$ cat config.mk
export PLATFORM = sky130hd
export DESIGN_NAME = fsm_seq
export DESIGN_NICKNAME = d
export VERILOG_FILES = /design/src/rtl/fsm_seq.sv
export SDC_FILE = /design/constraint.sdc
export NUM_CORES = 1
export LEC_CHECK = 0
export BUFFER_PORTS_ARGS = -buffer_cell sky130_fd_sc_hd__buf_2
export CAP_MARGIN = 20
export CORE_MARGIN = 2
export CORE_UTILIZATION = 45
export CTS_BUF_LIST = sky130_fd_sc_hd__clkbuf_2 sky130_fd_sc_hd__clkbuf_4 sky130_fd_sc_hd__clkbuf_8
export CTS_CLUSTER_SIZE = 28
export DETAILED_ROUTE_END_ITERATION = 10
export GPL_ROUTABILITY_DRIVEN = 0
export SYNTH_ARGS = -nofsm -noshare
export SYNTH_HDL_FRONTEND = slang
export SYNTH_SLANG_ARGS = --single-unit
$ cat constraint.sdc
create_clock -name clk -period 7.25 [get_ports clk]
set_input_delay 0.725 -clock clk [delete_from_list [all_inputs] [get_ports clk]]
set_output_delay 0.725 -clock clk [all_outputs]
set_load 0.01 [all_outputs]
$ cat src/rtl/fsm_seq.sv
// fsm_seq: run-time-programmable step sequencer with dwell, skip, hold and per-step output patterns.
// Optional hold-timeout abort is enabled by defining FSM_SEQ_TIMEOUT_EN.
`timescale 1ns/1ps

module fsm_seq #(
    parameter int NSTEPS   = 4,
    parameter int OUT_W    = 3,
    parameter int CNT_W    = 8,
    parameter int HOLD_MAX = 255,
    localparam int SW      = $clog2(NSTEPS)
) (
    input  logic             clk,
    input  logic             reset,
    input  logic             start,
    input  logic             skip,
    input  logic             hold,
    input  logic             cfg_we,
    input  logic [SW-1:0]    cfg_addr,
    input  logic [OUT_W-1:0] cfg_pattern,
    input  logic [CNT_W-1:0] cfg_dwell,
    output logic [OUT_W-1:0] zot,
    output logic             busy,
    output logic             done,
    output logic             timeout
);

    localparam logic [SW-1:0] LAST_STEP = SW'(NSTEPS - 1);

    logic [SW-1:0]    step, step_nxt;
    logic [CNT_W-1:0] cnt, cnt_nxt;
    logic             done_nxt, timeout_nxt;
    logic             active, terminal, hold_abort, cfg_valid;

    logic [OUT_W-1:0] pattern [NSTEPS];
    logic [CNT_W-1:0] dwell   [NSTEPS];

    // Non-power-of-two step counts leave addresses with no backing entry.
    assign cfg_valid = 32'(cfg_addr) < 32'(NSTEPS);
    assign active    = (step != '0);
    // >= so that lowering dwell below the running count ends the step at once.
    assign terminal  = (cnt >= dwell[step]);

    // NOTE: the configuration table is cleared by reset because a mid-run reset must leave
    // the sequencer deprogrammed; a table that needn't be cleared would skip the reset term.
    always_ff @(posedge clk or posedge reset) begin
        if (reset) begin
            for (int i = 0; i < NSTEPS; i++) begin
                pattern[i] <= '0;
                dwell[i]   <= '0;
            end
        end else if (cfg_we && cfg_valid) begin
            pattern[cfg_addr] <= cfg_pattern;
            dwell[cfg_addr]   <= cfg_dwell;
        end
    end

`ifdef FSM_SEQ_TIMEOUT_EN
    logic [CNT_W-1:0] hold_cnt, hold_cnt_nxt;
    logic             holding;

    assign holding    = active && terminal && hold;
    assign hold_abort = holding && (hold_cnt >= CNT_W'(HOLD_MAX));

    always_comb begin
        hold_cnt_nxt = '0;
        if (holding && !hold_abort) begin
            hold_cnt_nxt = hold_cnt + CNT_W'(1);
        end
    end

    always_ff @(posedge clk or posedge reset) begin
        if (reset) begin
            hold_cnt <= '0;
        end else begin
            hold_cnt <= hold_cnt_nxt;
        end
    end
`else
    // No hold limit in this build: hold may stall a step forever.
    assign hold_abort = (HOLD_MAX < 0);
`endif

    // NOTE: sequential state uses non-blocking assignments so every register samples
    // pre-edge values, independent of statement order.
    always_ff @(posedge clk or posedge reset) begin
        if (reset) begin
            step    <= '0;
            cnt     <= '0;
            done    <= 1'b0;
            timeout <= 1'b0;
        end else begin
            step    <= step_nxt;
            cnt     <= cnt_nxt;
            done    <= done_nxt;
            timeout <= timeout_nxt;
        end
    end

    // NOTE: every output of this block gets a default first, so no path leaves a
    // variable unassigned and no latch is inferred.
    always_comb begin
        step_nxt    = step;
        cnt_nxt     = cnt;
        done_nxt    = 1'b0;
        timeout_nxt = 1'b0;

        if (!active) begin
            cnt_nxt = '0;
            if (start) begin
                step_nxt = SW'(1);
            end
        end else if (hold_abort) begin
            step_nxt    = '0;
            cnt_nxt     = '0;
            timeout_nxt = 1'b1;
        end else if (!terminal) begin
            cnt_nxt = cnt + CNT_W'(1);
        end else if (hold) begin
            cnt_nxt = cnt;
        end else if (skip || step == LAST_STEP) begin
            step_nxt = '0;
            cnt_nxt  = '0;
            done_nxt = 1'b1;
        end else begin
            step_nxt = step + SW'(1);
            cnt_nxt  = '0;
        end
    end

    always_comb begin
        zot  = pattern[step];
        busy = active;
    end

endmodule

-- Yosys cells after proc, flatten, opt, wreduce, memory -nomap -nowiden
Index checks and enable logic that the tools add are counted.
- output and inout port bits: 6
- register bits: 55
- word-level logic and storage cells: 52
- magnitude comparators: 4
- multiplexer cells: 24
- equality and inequality tests: 4
- bitwise operators: 2
- $add $sub $neg: 2
- reductions and logical operators: 5
- operators by type and width (kind ; number):
    8-bit 2-to-1 mux ; 6
    32-bit bitwise mux ; 1
    8-bit binary-select mux with 2-bit select ; 1
    8-bit demux with 2-bit select ; 1
    12-bit bitwise mux ; 1
    2-bit 2-to-1 mux ; 5
    3-bit 2-to-1 mux ; 3
    8-bit by 1-bit adder with 8-bit output, second input constant ; 1
    8-bit greater-or-equal comparator ; 1
    3-bit binary-select mux with 2-bit select ; 1
    3-bit demux with 2-bit select ; 1
    3-bit greater-or-equal comparator, second input constant ; 2
    2-bit inverter with 3-bit output ; 2
    1-bit 2-to-1 mux ; 4
    2-bit nonzero test ; 2
    3-bit by 1-bit < comparator with 1-bit output, second input constant ; 1
    3-bit inequality test, second input constant ; 1
    3-bit AND reduction ; 1
    2-bit by 1-bit adder with 2-bit output, second input constant ; 1
    2-bit == test, second input constant ; 1
    2-bit by 1-bit inequality test with 1-bit output, second input constant ; 1
    2-bit inequality test, second input constant ; 1
    1-bit logical AND ; 1
    1-bit logical OR ; 1

-- Longest topological paths before layout
- word-level depth: 7
- depth in mapped cells: 10
- mapped depth without buffers: 8

-- Worst setup path before layout
Ideal clock, no wire load.
- kind: register -> register
- start: register step[0]
- end: register cnt[3]
- cell stages (with the launch flop): 10
- path slack: 4.339 ns
- period minus slack after synthesis: 2.911 ns
- data required time: 7.128 ns
- buffers on the path: 2
- arrival: 2.790 ns
- cells stage by stage: dfrtp_1 -> clkbuf_1 -> buf_2 -> mux4_2 -> ha_1 -> nand2b_1 -> a2111o_1 -> a211o_1 -> and2_1 -> o2bb2ai_1
- longest elaborated chain between the ends: 7
- elaborated cells on any way between the ends: 9
- those cells by class: order compare (1); eq/ne (1); mux (5); bitwise (1); reduce/logical (1)
- ends and longest elaborated chain (item ; line ; source):
    start, declared ; 29 ; logic [SW-1:0] step, step_nxt;
    start signal, assigned ; 92 ; step <= step_nxt;
    2-bit inverter with 3-bit output (implied by the code) ; 41 ; assign terminal = (cnt >= dwell[step]);
    8-bit binary-select mux with 2-bit select ; 41 ;
    8-bit 2-to-1 mux (implied by the code) (2 in a row) ; 41 ;
    8-bit greater-or-equal comparator ; 41 ;
    8-bit 2-to-1 mux ; 116 ; end else if (!terminal) begin
    8-bit 2-to-1 mux ; 107 ; if (!active) begin
    end signal, assigned ; 93 ; cnt <= cnt_nxt;
    end, declared ; 30 ; logic [CNT_W-1:0] cnt, cnt_nxt;
Several ways; a longest one is shown, not always the timed one. The select of a mux whose other input is x is not followed.
A chain may end at the register's enable or synchronous reset.

-- Final worst setup path
- start: register step[0]
- end: register cnt[5]
Same word-level chain as after synthesis.

==> impl_metrics.csv <==
group,metric,value,unit
run_status,status,"complete, no violations",
setup_path,cp_num_buf_inv,1,
synthesis,yosysWarningCount,0,
power_and_ir_drop,p_per_area,321,nW/µm²
clock_network,cts_tree,"done",
placement,port_buffers,23,
route,drt_first_pass_iters,4,
synthesis,synth_cell_types,39,
timing,hold_ws,0.506,ns
layout,diodes,0,
route,ant_nets,0,
setup_path,crit_path_frequent_cell,"a21o_1",
global_routing,first_global_vias,1784,
power_and_ir_drop,leakagePower,1.41,nW
timing,hold_violations,0,
die,die_area,6850,µm²
die,start_util,0.469,
route,viasPerCell,5.59,
clock_network,cts_max_level,2,
timing,worst_pin_slew,1.08,ns
placement,placed_area,2980,µm²
global_routing,overflow,0,
global_routing,grt_antenna_before_repair,0,
power_and_ir_drop,intPower,0.660,mW
setup_path,critical_path_class,"flop to flop",
synthesis,synth-seq-cells,55,
clock_network,cts_buffers,5,
power_and_ir_drop,p_switching,0.330,mW
power_and_ir_drop,pwr-share-seq,0.449,
route,dr_wl_met2,2390,µm
route,avgRoutedWirePerCell,16.5,µm
power_and_ir_drop,p_clk_frac,0.186,
setup_path,cp.arrival,3.26,ns
power_and_ir_drop,comb_power_share,0.365,
synthesis,yosysTopAreaCellShare,0.493,
power_and_ir_drop,finalPower,0.990,mW
die,fp.coreArea,5960,µm²
setup_path,crit_family,"flip-flops",
timing,setup_viol,0,
setup_path,cp-end-kind,"flop",
layout,area_delta_synth_final,10.4,%
clock_network,cts.sinks,55,
timing,setup_slack,4.20,ns
layout,final_common_cell,"dfrtp_1",
layout,final_nets,264,
synthesis,postSynthAreaPerCell,13.2,µm²
timing,finalClockSkew,0.00284,ns
clock_network,cts_root_buffer,"clkbuf_8",
clock_network,clkLatencyLatePin,0.30,ns
clock_network,cts_hold_buffers,0,
placement,placed_cells,302,
timing,fin_tns_setup,0,ns
synthesis,synth_fp_nets,241,
global_routing,grt_max_degree,56,
route,wirelength,5120,µm
global_routing,grtUsageTotal,0.174,
clock_network,ctsResizeCount,0,
die,row_count,28,
timing,fin_crit,3.05,ns
timing,slew_viol_final,0,
clock_network,cts_setup_buffers,0,
layout,final_cells,310,
route,route.met3.wl,155,µm
route,routedLengthMet1,2530,µm
hold_path,hp-class,"flop to flop",
synthesis,synthCells,211,
synthesis,yosysTopAreaCell,"dfrtp_1",
layout,design_area,3080,µm²
layout,final_cell_mix,"55 x dfrtp_1, 44 x mux2_2, 23 x buf_2, 12 x inv_1",
route,drtIter0Drc,50,
route,drc_errors,0,
clock_network,clk_pin_slew,0.09,ns
setup_path,slowest_stage,"dfrtp_1",
clock_network,cts_buffer_depth,2,
timing,fmax,328,MHz
die,pin_count,25,
power_and_ir_drop,vdd_drop_max,139,µV
synthesis,seq_area_frac_synth,0.493,
route,dr_total_vias,1732,
timing,rsz0062_at_grt,"no",
layout,fin_util,0.517,
setup_path,crit_chain,"mux4_2 > inv_1 > ha_1 > a21o_1 > a21o_1 > nor2_1 > nand2_4 > o311ai_2",
setup_path,cp_max_fo,15,
die,dieHeight,82.8,µm
synthesis,synthesis.area,2790,µm²
layout,nFillCells,554,
synthesis,synth_area_leaders,"dfrtp_1 49%, mux2_2 18%, mux4_2 8.9%, ha_1 4.9%, inv_1 1.7%",
setup_path,max_stage_delay,0.87,ns
setup_path,start_kind,"flop",
timing,slew_headroom,0.275,
die,fp.dieW,82.8,µm
placement,hpwl,3620,µm
power_and_ir_drop,netSwitchingFraction,0.333,
setup_path,crit_required,7.46,ns
global_routing,grt_pass1_wl,8800,µm
placement,preCtsSetupSlack,4.16,ns
layout,drive_above_1_share,0.404,
run,cap_viol_max_count,0,
timing,min_period_over_period,0.420,
route,top_layer,"met4",
==> worst reg2reg max path, delay by kind of cell, from the launching register on <==
family / cells / cell delay (ns)
AO/OA/AOI/OAI: 3 / 0.69
adder cells (fa/ha/maj): 1 / 0.24
multiplexers: 1 / 0.59
flip-flops: 1 / 0.87
AND/OR/NAND/NOR: 2 / 0.50
buffers and inverters: 1 / 0.07
==> synthesized netlist by cell type (all sizes together) <==
library cell and number:
or4 1, and3 2, mux4 11, a21oi 3, conb 1, ha 11
dfrtp 55, xor2 1, or2 1, o311ai 2, nor2 8, nand2b 1
and2 2, o2bb2ai 3, a31oi 1, buf 3, xnor2 2, o21ai 5
nand4 2, a221o 1, a2111o 1, o211ai 3, nand3 9, nor3b 1
a211o 1, a211oi 1, clkbuf 5, nand2 7, o211a 2, mux2 44
nand3b 2, nor3 2, inv 13, a21o 4
==> power by group through the flow <==
stage / Clock [mW] / Sequential, mW / Combinational [mW]
after floorplan: 0 / 0.408 / 0.316
after global placement: 0 / 0.452 / 0.355
after detailed placement: 0 / 0.453 / 0.365
after CTS: 0.192 / 0.447 / 0.365
after global routing: 0.205 / 0.459 / 0.412
final: 0.184 / 0.445 / 0.361
==> cells by family after synthesis <==
group / share of synthesized area
mux: 0.266
flops: 0.493
simple gates: 0.0713
compound gates: 0.0793
buf+inv: 0.0300
fa+ha+maj: 0.0493
xor+xnor: 0.00941
other cells: 0.00134
==> final cells by class <==
class	instances	area, µm²	area share
Clock buffer	8	104	0.0337
Inverter	13	48.8	0.0158
Multi-Input combinational cell	135	1340	0.434
Sequential cell	55	1380	0.447
Tap cell	75	93.8	0.0305
Timing Repair Buffer	24	123	0.0398
==> sequential cells by signal (all words and copies together) (netlist names) <==
| signal | flops |
|---|---|
| done | 1 |
| dwell | 32 |
| step | 2 |
| cnt | 8 |
| pattern | 12 |
==> metal layers <==
metal	vias to the layer above	track usage
met5	-	0
met4	0	0.0443
met3	7	0.0359
met2	22	0.277
met1	881	0.243
li1	822	-
==> path summary, 6_finish.rpt <==
check                                 startpoint                      to  slack, ns  depth (start not counted)
max                          step[0]$_DFFE_PP0P_      cnt[5]$_DFFE_PP0P_       4.20                          8
min reg2reg                dwell[13]$_DFFE_PP0P_   dwell[13]$_DFFE_PP0P_       0.51                          1
max in group asynchronous                  reset   dwell[12]$_DFFE_PP0P_       6.19                          3
min                        dwell[13]$_DFFE_PP0P_   dwell[13]$_DFFE_PP0P_       0.51                          1
min in group asynchronous                  reset  pattern[3]$_DFFE_PP0P_       0.60                          3
max reg2reg                  step[0]$_DFFE_PP0P_      cnt[5]$_DFFE_PP0P_       4.20                          8
No activity file was read; power rests on OpenSTA's default activity.
